--- config.mk ---
export PLATFORM = sky130hd
export DESIGN_NAME = perceptron_layer_seq
export DESIGN_NICKNAME = d
export VERILOG_FILES = /design/src/rtl/perceptron_layer_seq.sv
export SDC_FILE = /design/constraint.sdc
export NUM_CORES = 1
export LEC_CHECK = 0
export ABC_AREA = 0
export BUFFER_PORTS_ARGS = -buffer_cell sky130_fd_sc_hd__buf_2
export CAP_MARGIN = 10
export CORE_MARGIN = 2
export CORE_UTILIZATION = 42
export CTS_CLUSTER_SIZE = 16
export DETAILED_ROUTE_END_ITERATION = 7
export GPL_TIMING_DRIVEN = 1
export MAX_ROUTING_LAYER = met4
export PLACE_DENSITY = 0.76
export SKIP_CTS_REPAIR_TIMING = 1
export SYNTH_ARGS = -nofsm -noshare
export SYNTH_HDL_FRONTEND = slang
export SYNTH_SLANG_ARGS = --single-unit
--- constraint.sdc ---
create_clock -name clk -period 2.6 [get_ports clk]
set_input_delay 0.26 -clock clk [delete_from_list [all_inputs] [get_ports clk]]
set_output_delay 0.26 -clock clk [all_outputs]
set_load 0.02 [all_outputs]
--- src/rtl/perceptron_layer_seq.sv ---
// Layer sequencer for one shared pipelined perceptron.
// Each cycle in ISSUE reads one weight row. A token pipeline follows that row
// through the memory read and the perceptron latency, and it steers the
// perceptron output into the matching y_out slot.
//
// state  | meaning
// -------+------------------------------------------------------------
// IDLE   | waiting for start; y_out holds the last layer result
// ISSUE  | one weight-row read per cycle, rows 0..M-1
// DRAIN  | all rows issued, waiting for the last token to retire
// DONE   | single-cycle completion pulse
module perceptron_layer_seq #(
  parameter  int N          = 4,
  parameter  int M          = 4,
  parameter  int DATA_WIDTH = 8,
  parameter  int LATENCY    = 3,
  localparam int AW         = (M > 1) ? $clog2(M) : 1
) (
  input  logic                    clk,
  input  logic                    rst,
  input  logic                    start,
  input  logic                    abort,
  input  logic [N*DATA_WIDTH-1:0] x_in,
  output logic                    busy,
  output logic                    w_rd_en,
  output logic [AW-1:0]           w_addr,
  input  logic [N*DATA_WIDTH-1:0] w_data,
  input  logic [DATA_WIDTH-1:0]   b_data,
  output logic [N*DATA_WIDTH-1:0] p_x,
  output logic [N*DATA_WIDTH-1:0] p_w,
  output logic [DATA_WIDTH-1:0]   p_b,
  input  logic [DATA_WIDTH-1:0]   p_y,
  output logic [M*DATA_WIDTH-1:0] y_out,
  output logic                    done
);

  typedef enum logic [1:0] {
    S_IDLE,
    S_ISSUE,
    S_DRAIN,
    S_DONE
  } state_t;

  localparam logic [AW-1:0] LAST_ROW = AW'(M - 1);

  state_t                         r_state;
  state_t                         w_state_nxt;
  logic                           w_accept;
  logic                           w_drain_empty;
  logic [AW-1:0]                  r_issue_cnt;
  logic [N*DATA_WIDTH-1:0]        r_x;
  logic [M-1:0][DATA_WIDTH-1:0]   r_y;
  // Stage 0 is the row just issued; stage LATENCY is the row whose result is on p_y.
  logic [LATENCY:0]               r_tok_vld;
  logic [LATENCY:0][AW-1:0]       r_tok_idx;

  // Only the oldest stage may still be occupied when the last result is due.
  assign w_drain_empty = ~|r_tok_vld[LATENCY-1:0];

  assign p_x   = r_x;
  assign p_w   = w_data;
  assign p_b   = b_data;
  assign y_out = r_y;

  // State register.
  always_ff @(posedge clk) begin
    if (rst) begin
      r_state <= S_IDLE;
    end else begin
      r_state <= w_state_nxt;
    end
  end

  // Next-state and control outputs. Abort suppresses reads and the done pulse.
  always_comb begin
    w_state_nxt = r_state;
    busy        = 1'b0;
    w_rd_en     = 1'b0;
    w_addr      = '0;
    done        = 1'b0;
    w_accept    = 1'b0;
    case (r_state)
      S_IDLE: begin
        if (start && !abort) begin
          w_accept    = 1'b1;
          w_state_nxt = S_ISSUE;
        end
      end
      S_ISSUE: begin
        busy = 1'b1;
        if (abort) begin
          w_state_nxt = S_IDLE;
        end else begin
          w_rd_en = 1'b1;
          w_addr  = r_issue_cnt;
          if (r_issue_cnt == LAST_ROW) begin
            w_state_nxt = S_DRAIN;
          end
        end
      end
      S_DRAIN: begin
        busy = 1'b1;
        if (abort) begin
          w_state_nxt = S_IDLE;
        end else if (w_drain_empty) begin
          w_state_nxt = S_DONE;
        end
      end
      S_DONE: begin
        busy        = 1'b1;
        done        = !abort;
        w_state_nxt = S_IDLE;
      end
      default: begin
        w_state_nxt = S_IDLE;
      end
    endcase
  end

  // Input latch, row counter, token pipeline and result capture.
  always_ff @(posedge clk) begin
    if (rst) begin
      r_x         <= '0;
      r_y         <= '0;
      r_issue_cnt <= '0;
      r_tok_vld   <= '0;
      r_tok_idx   <= '0;
    end else begin
      if (w_accept) begin
        r_x         <= x_in;
        r_issue_cnt <= '0;
      end else if (abort) begin
        r_issue_cnt <= '0;
      end else if (w_rd_en) begin
        r_issue_cnt <= (r_issue_cnt == LAST_ROW) ? '0 : r_issue_cnt + 1'b1;
      end

      if (abort) begin
        r_tok_vld <= '0;
        r_tok_idx <= '0;
      end else begin
        r_tok_vld <= {r_tok_vld[LATENCY-1:0], w_rd_en};
        r_tok_idx <= {r_tok_idx[LATENCY-1:0], r_issue_cnt};
        if (r_tok_vld[LATENCY]) begin
          r_y[r_tok_idx[LATENCY]] <= p_y;
        end
      end
    end
  end

endmodule

# Word-level counts from Yosys, hierarchy flattened

Cells that the tools add are included.

Bits in registers: 80
Input port bits: 84
Word-level logic and storage cells: 51
Output and inout port bits: 109

Reduce and logical (&&, ||, !) cells: 10
$lt $le $gt $ge: 2
Bitwise logic cells: 1
$add $sub $neg: 1
Muxes and demuxes: 18
Equal/unequal tests: 7

Operator list:

| operator                                                           | count |
|---|---|
| bitwise mux 32 bit                                                 | 1 |
| demux 8 bit (select 2 bit)                                         | 1 |
| two-way mux 2 bit                                                  | 8 |
| OR reduction 3 bit                                                 | 3 |
| two-way mux 8 bit                                                  | 1 |
| one-hot mux 2 bit (4 select lines)                                 | 1 |
| == test 2 bit (second input constant)                              | 3 |
| two-way mux 1 bit                                                  | 6 |
| != test 3 bit (second input constant)                              | 2 |
| < comparator 2 x 3 -> 1 bit (second input constant)                | 1 |
| AND reduction 3 bit                                                | 1 |
| adder 2 x 1 -> 2 bit (second input constant)                       | 1 |
| == test 2 x 1 -> 1 bit (second input constant)                     | 1 |
| greater-or-equal comparator 2 x 1 -> 1 bit (second input constant) | 1 |
| logical AND 1 bit                                                  | 2 |
| logical NOT 2 bit                                                  | 1 |
| != test 2 bit (second input constant)                              | 1 |
| AND reduction 2 bit                                                | 1 |
| OR reduction 2 bit                                                 | 1 |
| logical NOT 1 bit                                                  | 1 |
| inverter 1 bit                                                     | 1 |

# Longest topological paths before layout

Gate-level depths: netlist of the first run.

Depth in word-level cells: 5
Depth in mapped cells: 6
Gate-level depth less buffers: 4

# Worst setup path after synthesis of the first run

Ideal clock, no wire load.

Path kind: register to output
From: register r_state[0]
To: output port w_addr[0]
Cell stages (with the launch flop): 3
Path slack: 1040 ps
Required time: 2340 ps
Buffers on the path: 0
Data arrival time: 1300 ps
Cells stage by stage: dfxtp_1 -> nor3b_2 -> and2_1

Longest elaborated chain between the ends: 2

RTL lines:

| element                | RTL line | text |
|---|---|---|
| start, declared        | 46       | `state_t r_state;` |
| start signal, assigned | 70       | `r_state <= w_state_nxt;` |
| == test 2 x 1 -> 1 bit | 82       | `case (r_state)` |
| two-way mux 2 bit      | 82       |  |
| end, declared          | 26       | `output logic [AW-1:0] w_addr,` |

Every way passes these cells.

# Worst setup path after layout of the first run

From: register r_state[0]
To: output port w_addr[1]

The elaborated chain is that of the path after synthesis.

==> metrics, run 1 <==
status=completed; metal1 wirelength=2.872 mm; Crit path required time=around 2300 ps; Post-DRT Antenna Nets=0; number of nets in the finished design=507; Synth area leaders=sky130_fd_sc_hd__dfxtp_1, sky130_fd_sc_hd__nand2_1, sky130_fd_sc_hd__buf_4, sky130_fd_sc_hd__a21oi_1, sky130_fd_sc_hd__mux2i_1; deepest level of the CTS H-tree=3; routed wl met2=3.476 mm; Hold Crit Class=input port to flop; Slew Limit Fails=0; global-route wire length before repair=~11 mm; highest fanout seen on the critical path=8; number of buffers created by CTS=9; library cell with the highest instance count after synthesis=sky130_fd_sc_hd__nand2_1; RSZ-0062 raised after global routing=no; Warnings, synthesis=0; netlist area before placement=3183 µm²; cell depth of the worst flop-to-flop path=3; vias per cell=4.778; Data arrival, critical path=1650 ps; Horiz. Die Dim=91.06 µm; fmax=524.7 MHz; highest routed layer=met4; routed length per placed instance=approximately 13 µm; number of detailed-routing iterations run before antenna repair=4; I/O Buffers=~110; predominant post-synthesis flop cell=sky130_fd_sc_hd__dfxtp_1; Unique masters post-synth=29; finished layout cell area=between 3000 and 4000 µm²; CP endpoint kind=primary output; clock root buffer master=sky130_fd_sc_hd__clkbuf_8; effective utilization at floorplan=~44%; TritonCTS clock tree=yes; clock network latency to the later pin of the worst-skew pair=350 ps; reg2reg setup slack=1040 ps; Final Hold Vio Count=0; post-synthesis cell type with the largest combined area=sky130_fd_sc_hd__dfxtp_1; routed vias=about 2500; Max-cap violations=0; Ant. Diodes=0; type of the setup path with the least slack=flop to primary output; Synth async-reset ratio=0%; setup violation total in the final timing report=0; total congestion overflow=0; post-route setup TNS=0 ps; post-synth top area share=50.31%; Boundary Pins=193; drt first-iter violations=95; height of the chip=91.06 µm; clock-pin slew reported for the worst setup and hold paths after clock tree synthesis=90 ps; met3 routed wirelength=442 µm; worst vdd ir=263.9 µV; number of sinks handled by clock tree synthesis=80; Slew HR=about half; final clock skew=11.76 ps; Final period util=roughly three quarters; number of buffers between clock root and the deepest sink=2; routed wire length=6.930 mm; leakage power=0.001596 µW; total of flip-flops plus latches after synthesis=80; layout cell share with drive strength beyond 1=around 33%; cell types with the highest counts after synthesis=sky130_fd_sc_hd__nand2_1, sky130_fd_sc_hd__dfxtp_1, sky130_fd_sc_hd__a21oi_1; number of global-route vias before repair=2274; Worst Hold Path Cells=3; synthesized net count=442; antenna violations before repair=0; Row Count=31; nature of the critical path startpoint=flop; largest net degree at the start of global routing=69; area grow syn2layout=15.17%; Post-Syn Area per Cell=8.916 µm²; ratio of total power to cell area=625.5 nW/µm²; GRT Overall Usage=around 17%; transition time at the pin with the least slew margin=773.4 ps; post-synthesis instance total=357; post-place instance area=3482 µm²; min Tclk post-route=1906 ps; area of the die=about 8300 µm²; Placeable Area=7292 µm²; EDFF count, synth=0; final HPWL from detailed placement=4.910 mm; final weighted congestion in routability-driven placement=0.7779; DRC viols=0; sequential cell area fraction in the yosys report=50.31%; Worst Hold Slack=141.4 ps
registers in the layout, summed over array words and instances (netlist names):
name	cells
p_x	32
r_issue_cnt	2
r_state	2
r_tok_idx	8
r_tok_vld	4
y_out	32
layout by cell type, fill, tap and decap left out:
cell type | netlist | layout
sky130_fd_sc_hd__buf_4 | 40 | 4
sky130_fd_sc_hd__and2_1 | 13 | 13
sky130_fd_sc_hd__or4b_1 | 1 | 1
sky130_fd_sc_hd__nand2_1 | 96 | 96
sky130_fd_sc_hd__or2_2 | 1 | 1
sky130_fd_sc_hd__dfxtp_1 | 80 | 80
sky130_fd_sc_hd__or2b_1 | 1 | 1
sky130_fd_sc_hd__clkinvlp_4 | 0 | 1
sky130_fd_sc_hd__or4b_4 | 1 | 1
sky130_fd_sc_hd__mux2i_1 | 18 | 18
sky130_fd_sc_hd__nor4_1 | 3 | 3
sky130_fd_sc_hd__nor2b_1 | 1 | 1
sky130_fd_sc_hd__a21boi_0 | 1 | 1
sky130_fd_sc_hd__and3b_1 | 1 | 1
sky130_fd_sc_hd__nor4b_4 | 1 | 1
sky130_fd_sc_hd__clkbuf_8 | 0 | 9
sky130_fd_sc_hd__nand2b_1 | 1 | 1
sky130_fd_sc_hd__nand4b_1 | 1 | 1
sky130_fd_sc_hd__buf_2 | 6 | 112
sky130_fd_sc_hd__nor4bb_2 | 0 | 2
sky130_fd_sc_hd__nor4b_2 | 1 | 1
sky130_fd_sc_hd__nand3b_1 | 2 | 2
sky130_fd_sc_hd__nor2_1 | 18 | 18
sky130_fd_sc_hd__inv_6 | 0 | 5
sky130_fd_sc_hd__clkinv_4 | 0 | 1
sky130_fd_sc_hd__nor3b_2 | 1 | 1
sky130_fd_sc_hd__a31oi_4 | 1 | 1
sky130_fd_sc_hd__a21oi_1 | 48 | 48
sky130_fd_sc_hd__and4b_1 | 1 | 1
sky130_fd_sc_hd__ha_1 | 1 | 1
path summary, 6_finish.rpt:
kind | start | end
max | r_state[0] | w_addr[1]
min | x_in[26] | p_x[26]
max reg2reg | r_state[1] | p_x[4]
min reg2reg | r_tok_idx[1] | r_tok_idx[3]
final cells by class:
class / count / area (µm²)
sequential: 80 / 1602
clock inverter: 7 / 60.06
timing repair buffer: 116 / 590.6
tap: 99 / 123.9
fill: 747 / 3626
multi-input combinational: 215 / 1166
clock buffer: 9 / 123.9
worst max-delay path, cell delays in order (launching register included):
cell	delay, ps
sky130_fd_sc_hd__dfxtp_1	510
sky130_fd_sc_hd__nor3b_2	460
sky130_fd_sc_hd__and2_1	190
sky130_fd_sc_hd__buf_2	160
report_power, final:
group | switching [µW] | leakage, µW | total (µW) | internal [µW]
combinational | 112 | 0.000857 | 177 | 65.7
clock | 487 | 0.0000916 | 852 | 365
sequential | 14.0 | 0.000648 | 1260 | 1250
cell families (layout without fill, tap and decap cells):
logic type	Yosys count	count (layout)	share of synthesized area (%)
multiplexers	18	18	5.660
AND/OR/NAND/NOR	146	146	21.74
AO/OA/AOI/OAI	50	50	8.451
flip-flops	80	80	50.31
buffers and inverters	62	132	13.44
adder cells (fa/ha/maj)	1	1	0.3930
per-stage QoR:
| stage | utilization (%) | total power [µW] | std cells | setup slack, ps |
|---|---|---|---|---|
| 2_1_floorplan | - | 1490 | 357 | 1040 |
| 3_3_place_gp | 47.75 | 1467 | 510 | 1067 |
| 3_5_place_dp | 47.75 | 1472 | 510 | 1013 |
| 4_1_cts | 50.27 | 2325 | 526 | 651.7 |
| 5_1_grt | 50.27 | 2405 | 526 | 554.4 |
| 6_report | 50.27 | 2293 | 526 | 694.0 |
per-layer routing:
layer | vias up | global-route usage, %
met1 | 1152 | 19.70
met2 | 88 | 27.28
met5 | - | -
li1 | 1246 | -
met3 | 27 | 4.398
met4 | 0 | 8.586
No activity file was read; power rests on OpenSTA's default activity.
==> run 2: changes to the inputs <==
Settings changed: ABC_AREA 0 to 1.
Clock period 2.6 ns to 2 ns, I/O delays scaled along.
==> run 2 against run 1 <==
Compared with the run above: register-to-register slack worse by 230 ps; clock skew down 3.0 ps; sequential cell count unchanged; first-iteration DRC count down 37%; highest routed layer unchanged; final area up 1.9%; critical path depth unchanged; power up 51%; global-route usage down 0.89 points; largest power group unchanged; combinational power rose to 2.8 times the previous value; sequential share of layout area down 0.82 points.
==> metrics, run 2 <==
antenna violations before repair=0 (unchanged); number of buffers created by CTS=9 (unchanged); area grow syn2layout=16.82%; ratio of total power to cell area=927.5 nW/µm² (+48%); Synth async-reset ratio=0% (unchanged); Max-cap violations=0 (unchanged); EDFF count, synth=0 (unchanged); Crit path required time=1800 ps (-540 ps); GRT busiest layer=met2; post-synthesis cell type with the largest combined area=sky130_fd_sc_hd__dfxtp_1; Horiz. Die Dim=91.26 µm (+0.23%); highest fanout seen on the critical path=6 (-2); I/O Buffers=112 (unchanged); final weighted congestion in routability-driven placement=0.8589 (+10%); synthesized net count=490 (+11%); Power Total=3465 µW (+51%); cell-by-cell trace of the critical path=nand3b_1 -> nor2_1 -> buf_2; netlist area before placement=3198 µm² (+0.47%); sequential cell area fraction in the yosys report=50.08% (-0.24 points); nature of the critical path startpoint=flop; post-route setup TNS=0 ps (unchanged); routed wire length=6.510 mm (-6.1%); Row Count=31 (unchanged); RSZ-0062 raised after global routing=no; type of the setup path with the least slack=flop to primary output; most frequent cells in the layout=sky130_fd_sc_hd__buf_2, sky130_fd_sc_hd__nor2_1, sky130_fd_sc_hd__dfxtp_1; total of flip-flops plus latches after synthesis=80 (unchanged); Hold Crit Class=input port to flop; post-synthesis instance total=405 (+13%); setup violation total in the final timing report=0 (unchanged); Synth area leaders=sky130_fd_sc_hd__dfxtp_1, sky130_fd_sc_hd__nor2_1, sky130_fd_sc_hd__buf_4, sky130_fd_sc_hd__o21ai_0, sky130_fd_sc_hd__inv_1; Final Hold Vio Count=0 (unchanged); layout cell share with drive strength beyond 1=29.31% (-3.5 points); Post-DRT Antenna Nets=0 (unchanged); reg2reg setup slack=810 ps (-230 ps); Top Family by Delay on Critical Path=simple AND/OR/NAND/NOR gates; met1 usage=19.27% (-0.43 points); effective utilization at floorplan=43.63% (about the same); number of nets in the finished design=561 (+11%); routed vias=2664 (+6.0%); number of sinks handled by clock tree synthesis=80 (unchanged); most frequent standard cell in the layout excluding fill and tap cells=sky130_fd_sc_hd__buf_2; cell types with the highest counts after synthesis=sky130_fd_sc_hd__nor2_1, sky130_fd_sc_hd__dfxtp_1, sky130_fd_sc_hd__inv_1; total congestion overflow=0 (unchanged); number of detailed-routing iterations run before antenna repair=4 (unchanged); Slew Limit Fails=0 (unchanged); final clock skew=8.748 ps (-3.009 ps); combined buffer and inverter count along the critical path=1 (unchanged); Slew HR=69.36% (+21 points); post-synth top area share=50.08% (-0.24 points); largest net degree at the start of global routing=66 (-4.3%); status=completed; Post-Syn Area per Cell=7.896 µm² (-11%); drt first-iter violations=60 (-37%); height of the chip=91.26 µm (+0.23%); area of the die=8328 µm² (+0.45%); vias per cell=4.593 (-3.9%); routed length per placed instance=11.22 µm (-15%); clock-pin slew reported for the worst setup and hold paths after clock tree synthesis=80 ps (about the same); CP endpoint kind=primary output; clock network latency to the later pin of the worst-skew pair=340 ps (about the same); worst vdd ir=502.0 µV (+90%); GRT Overall Usage=16.11% (-0.89 points); Placeable Area=7331 µm² (+0.53%); DRC viols=0 (unchanged); deepest level of the CTS H-tree=3 (unchanged); clock root buffer master=sky130_fd_sc_hd__clkbuf_8; number of buffers between clock root and the deepest sink=2 (unchanged); cell with the largest stage delay on the worst path=sky130_fd_sc_hd__dfxtp_1; Unique masters post-synth=18 (-38%); Data arrival, critical path=1370 ps (-280 ps); global-route wire length before repair=10.65 mm (-2.6%); min Tclk post-route=between 1500 and 2000 ps; transition time at the pin with the least slew margin=458.9 ps (-314.4 ps); Ant. Diodes=0 (unchanged); leakage power=0.001740 µW (+9.0%); predominant post-synthesis flop cell=sky130_fd_sc_hd__dfxtp_1; library cell with the highest instance count after synthesis=sky130_fd_sc_hd__nor2_1; met3 track utilization from global routing=5.228% (+0.83 points); fmax=between 600 and 700 MHz; TritonCTS clock tree=yes; Warnings, synthesis=0 (unchanged); Critical Path Max Stage Delay=360 ps (-150 ps); final HPWL from detailed placement=4.811 mm (-2.0%); number of global-route vias before repair=2390 (+5.1%); Final period util=roughly four fifths; Boundary Pins=193 (unchanged); global-route track usage on met2=25.12% (-2.2 points)
-- run 2: cell types whose count changed after synthesis, moves of 4 or more --
cell,delta
sky130_fd_sc_hd__nand2_1,-82
sky130_fd_sc_hd__nor2_1,+68
sky130_fd_sc_hd__inv_1,+53
sky130_fd_sc_hd__o21ai_0,+44
sky130_fd_sc_hd__o21ai_1,+20
sky130_fd_sc_hd__mux2i_1,-18
sky130_fd_sc_hd__a21oi_1,-14
sky130_fd_sc_hd__and2_1,-13
sky130_fd_sc_hd__inv_2,+7
sky130_fd_sc_hd__buf_2,-5
sky130_fd_sc_hd__nand3_2,+5
sky130_fd_sc_hd__nand3_1,+4
-- run 2: worst reg2reg max path, cell delays in order, from the launching register on --
cell,delay (ps)
sky130_fd_sc_hd__dfxtp_1,360
sky130_fd_sc_hd__nor2_4,160
sky130_fd_sc_hd__nand3_2,100
sky130_fd_sc_hd__buf_12,200
sky130_fd_sc_hd__o21ai_0,200
sky130_fd_sc_hd__a21oi_1,50
-- run 2: stage by stage --
stage          utilization (%)  hold slack [ps]  worst slack [ps]  instances  area [µm²]
2_1_floorplan                -            272.4             827.8        405        3198
3_3_place_gp             48.06            399.1             810.2        564        3523
3_5_place_dp             48.06            399.5             768.0        564        3523
4_1_cts                  50.96            108.2             408.0        580        3736
5_1_grt                  50.96            116.1             351.7        580        3736
6_report                 50.96            125.7             431.5        580        3736
-- run 2: final cells by class --
type / count / area [µm²]
Inverter: 60 / 225.2
Clock inverter: 5 / 81.33
Fill cell: 689 / 3595
Timing Repair Buffer: 114 / 600.6
Tap cell: 99 / 123.9
Multi-Input combinational cell: 211 / 972.2
Sequential cell: 80 / 1602
Clock buffer: 11 / 131.4
-- run 2: logic make-up after synthesis --
group / after synthesis / synth area share [%]
buffers and inverters: 114 / 19.52
AND/OR/NAND/NOR: 112 / 14.67
AO/OA/AOI/OAI: 98 / 15.34
flip-flops: 80 / 50.08
adder cells (fa/ha/maj): 1 / 0.3912
-- run 2: path summary, 6_finish.rpt --
kind / startpoint / endpoint / cells past startpoint
worst min-delay path: x_in[15] / p_x[15] / 3
worst min register to register: r_tok_idx[3] / r_tok_idx[5] / 2
worst max register to register: r_state[1] / p_x[24] / 5
worst max-delay path: r_state[1] / w_addr[0] / 3
-- run 2: per-layer routing --
| layer | part of all wire, % | wire, µm |
|---|---|---|
| met4 | 1.9 | 121 |
| met2 | 44 | 2894 |
| met5 | 0 | 0 |
| met3 | 7.3 | 478 |
| met1 | 46 | 3017 |
-- run 2: where the power goes --
part,total (µW),internal [µW],switching (µW)
logic,488,174,314
clock network,1260,704,554
registers,1720,1670,45.8
total,3470,2550,913
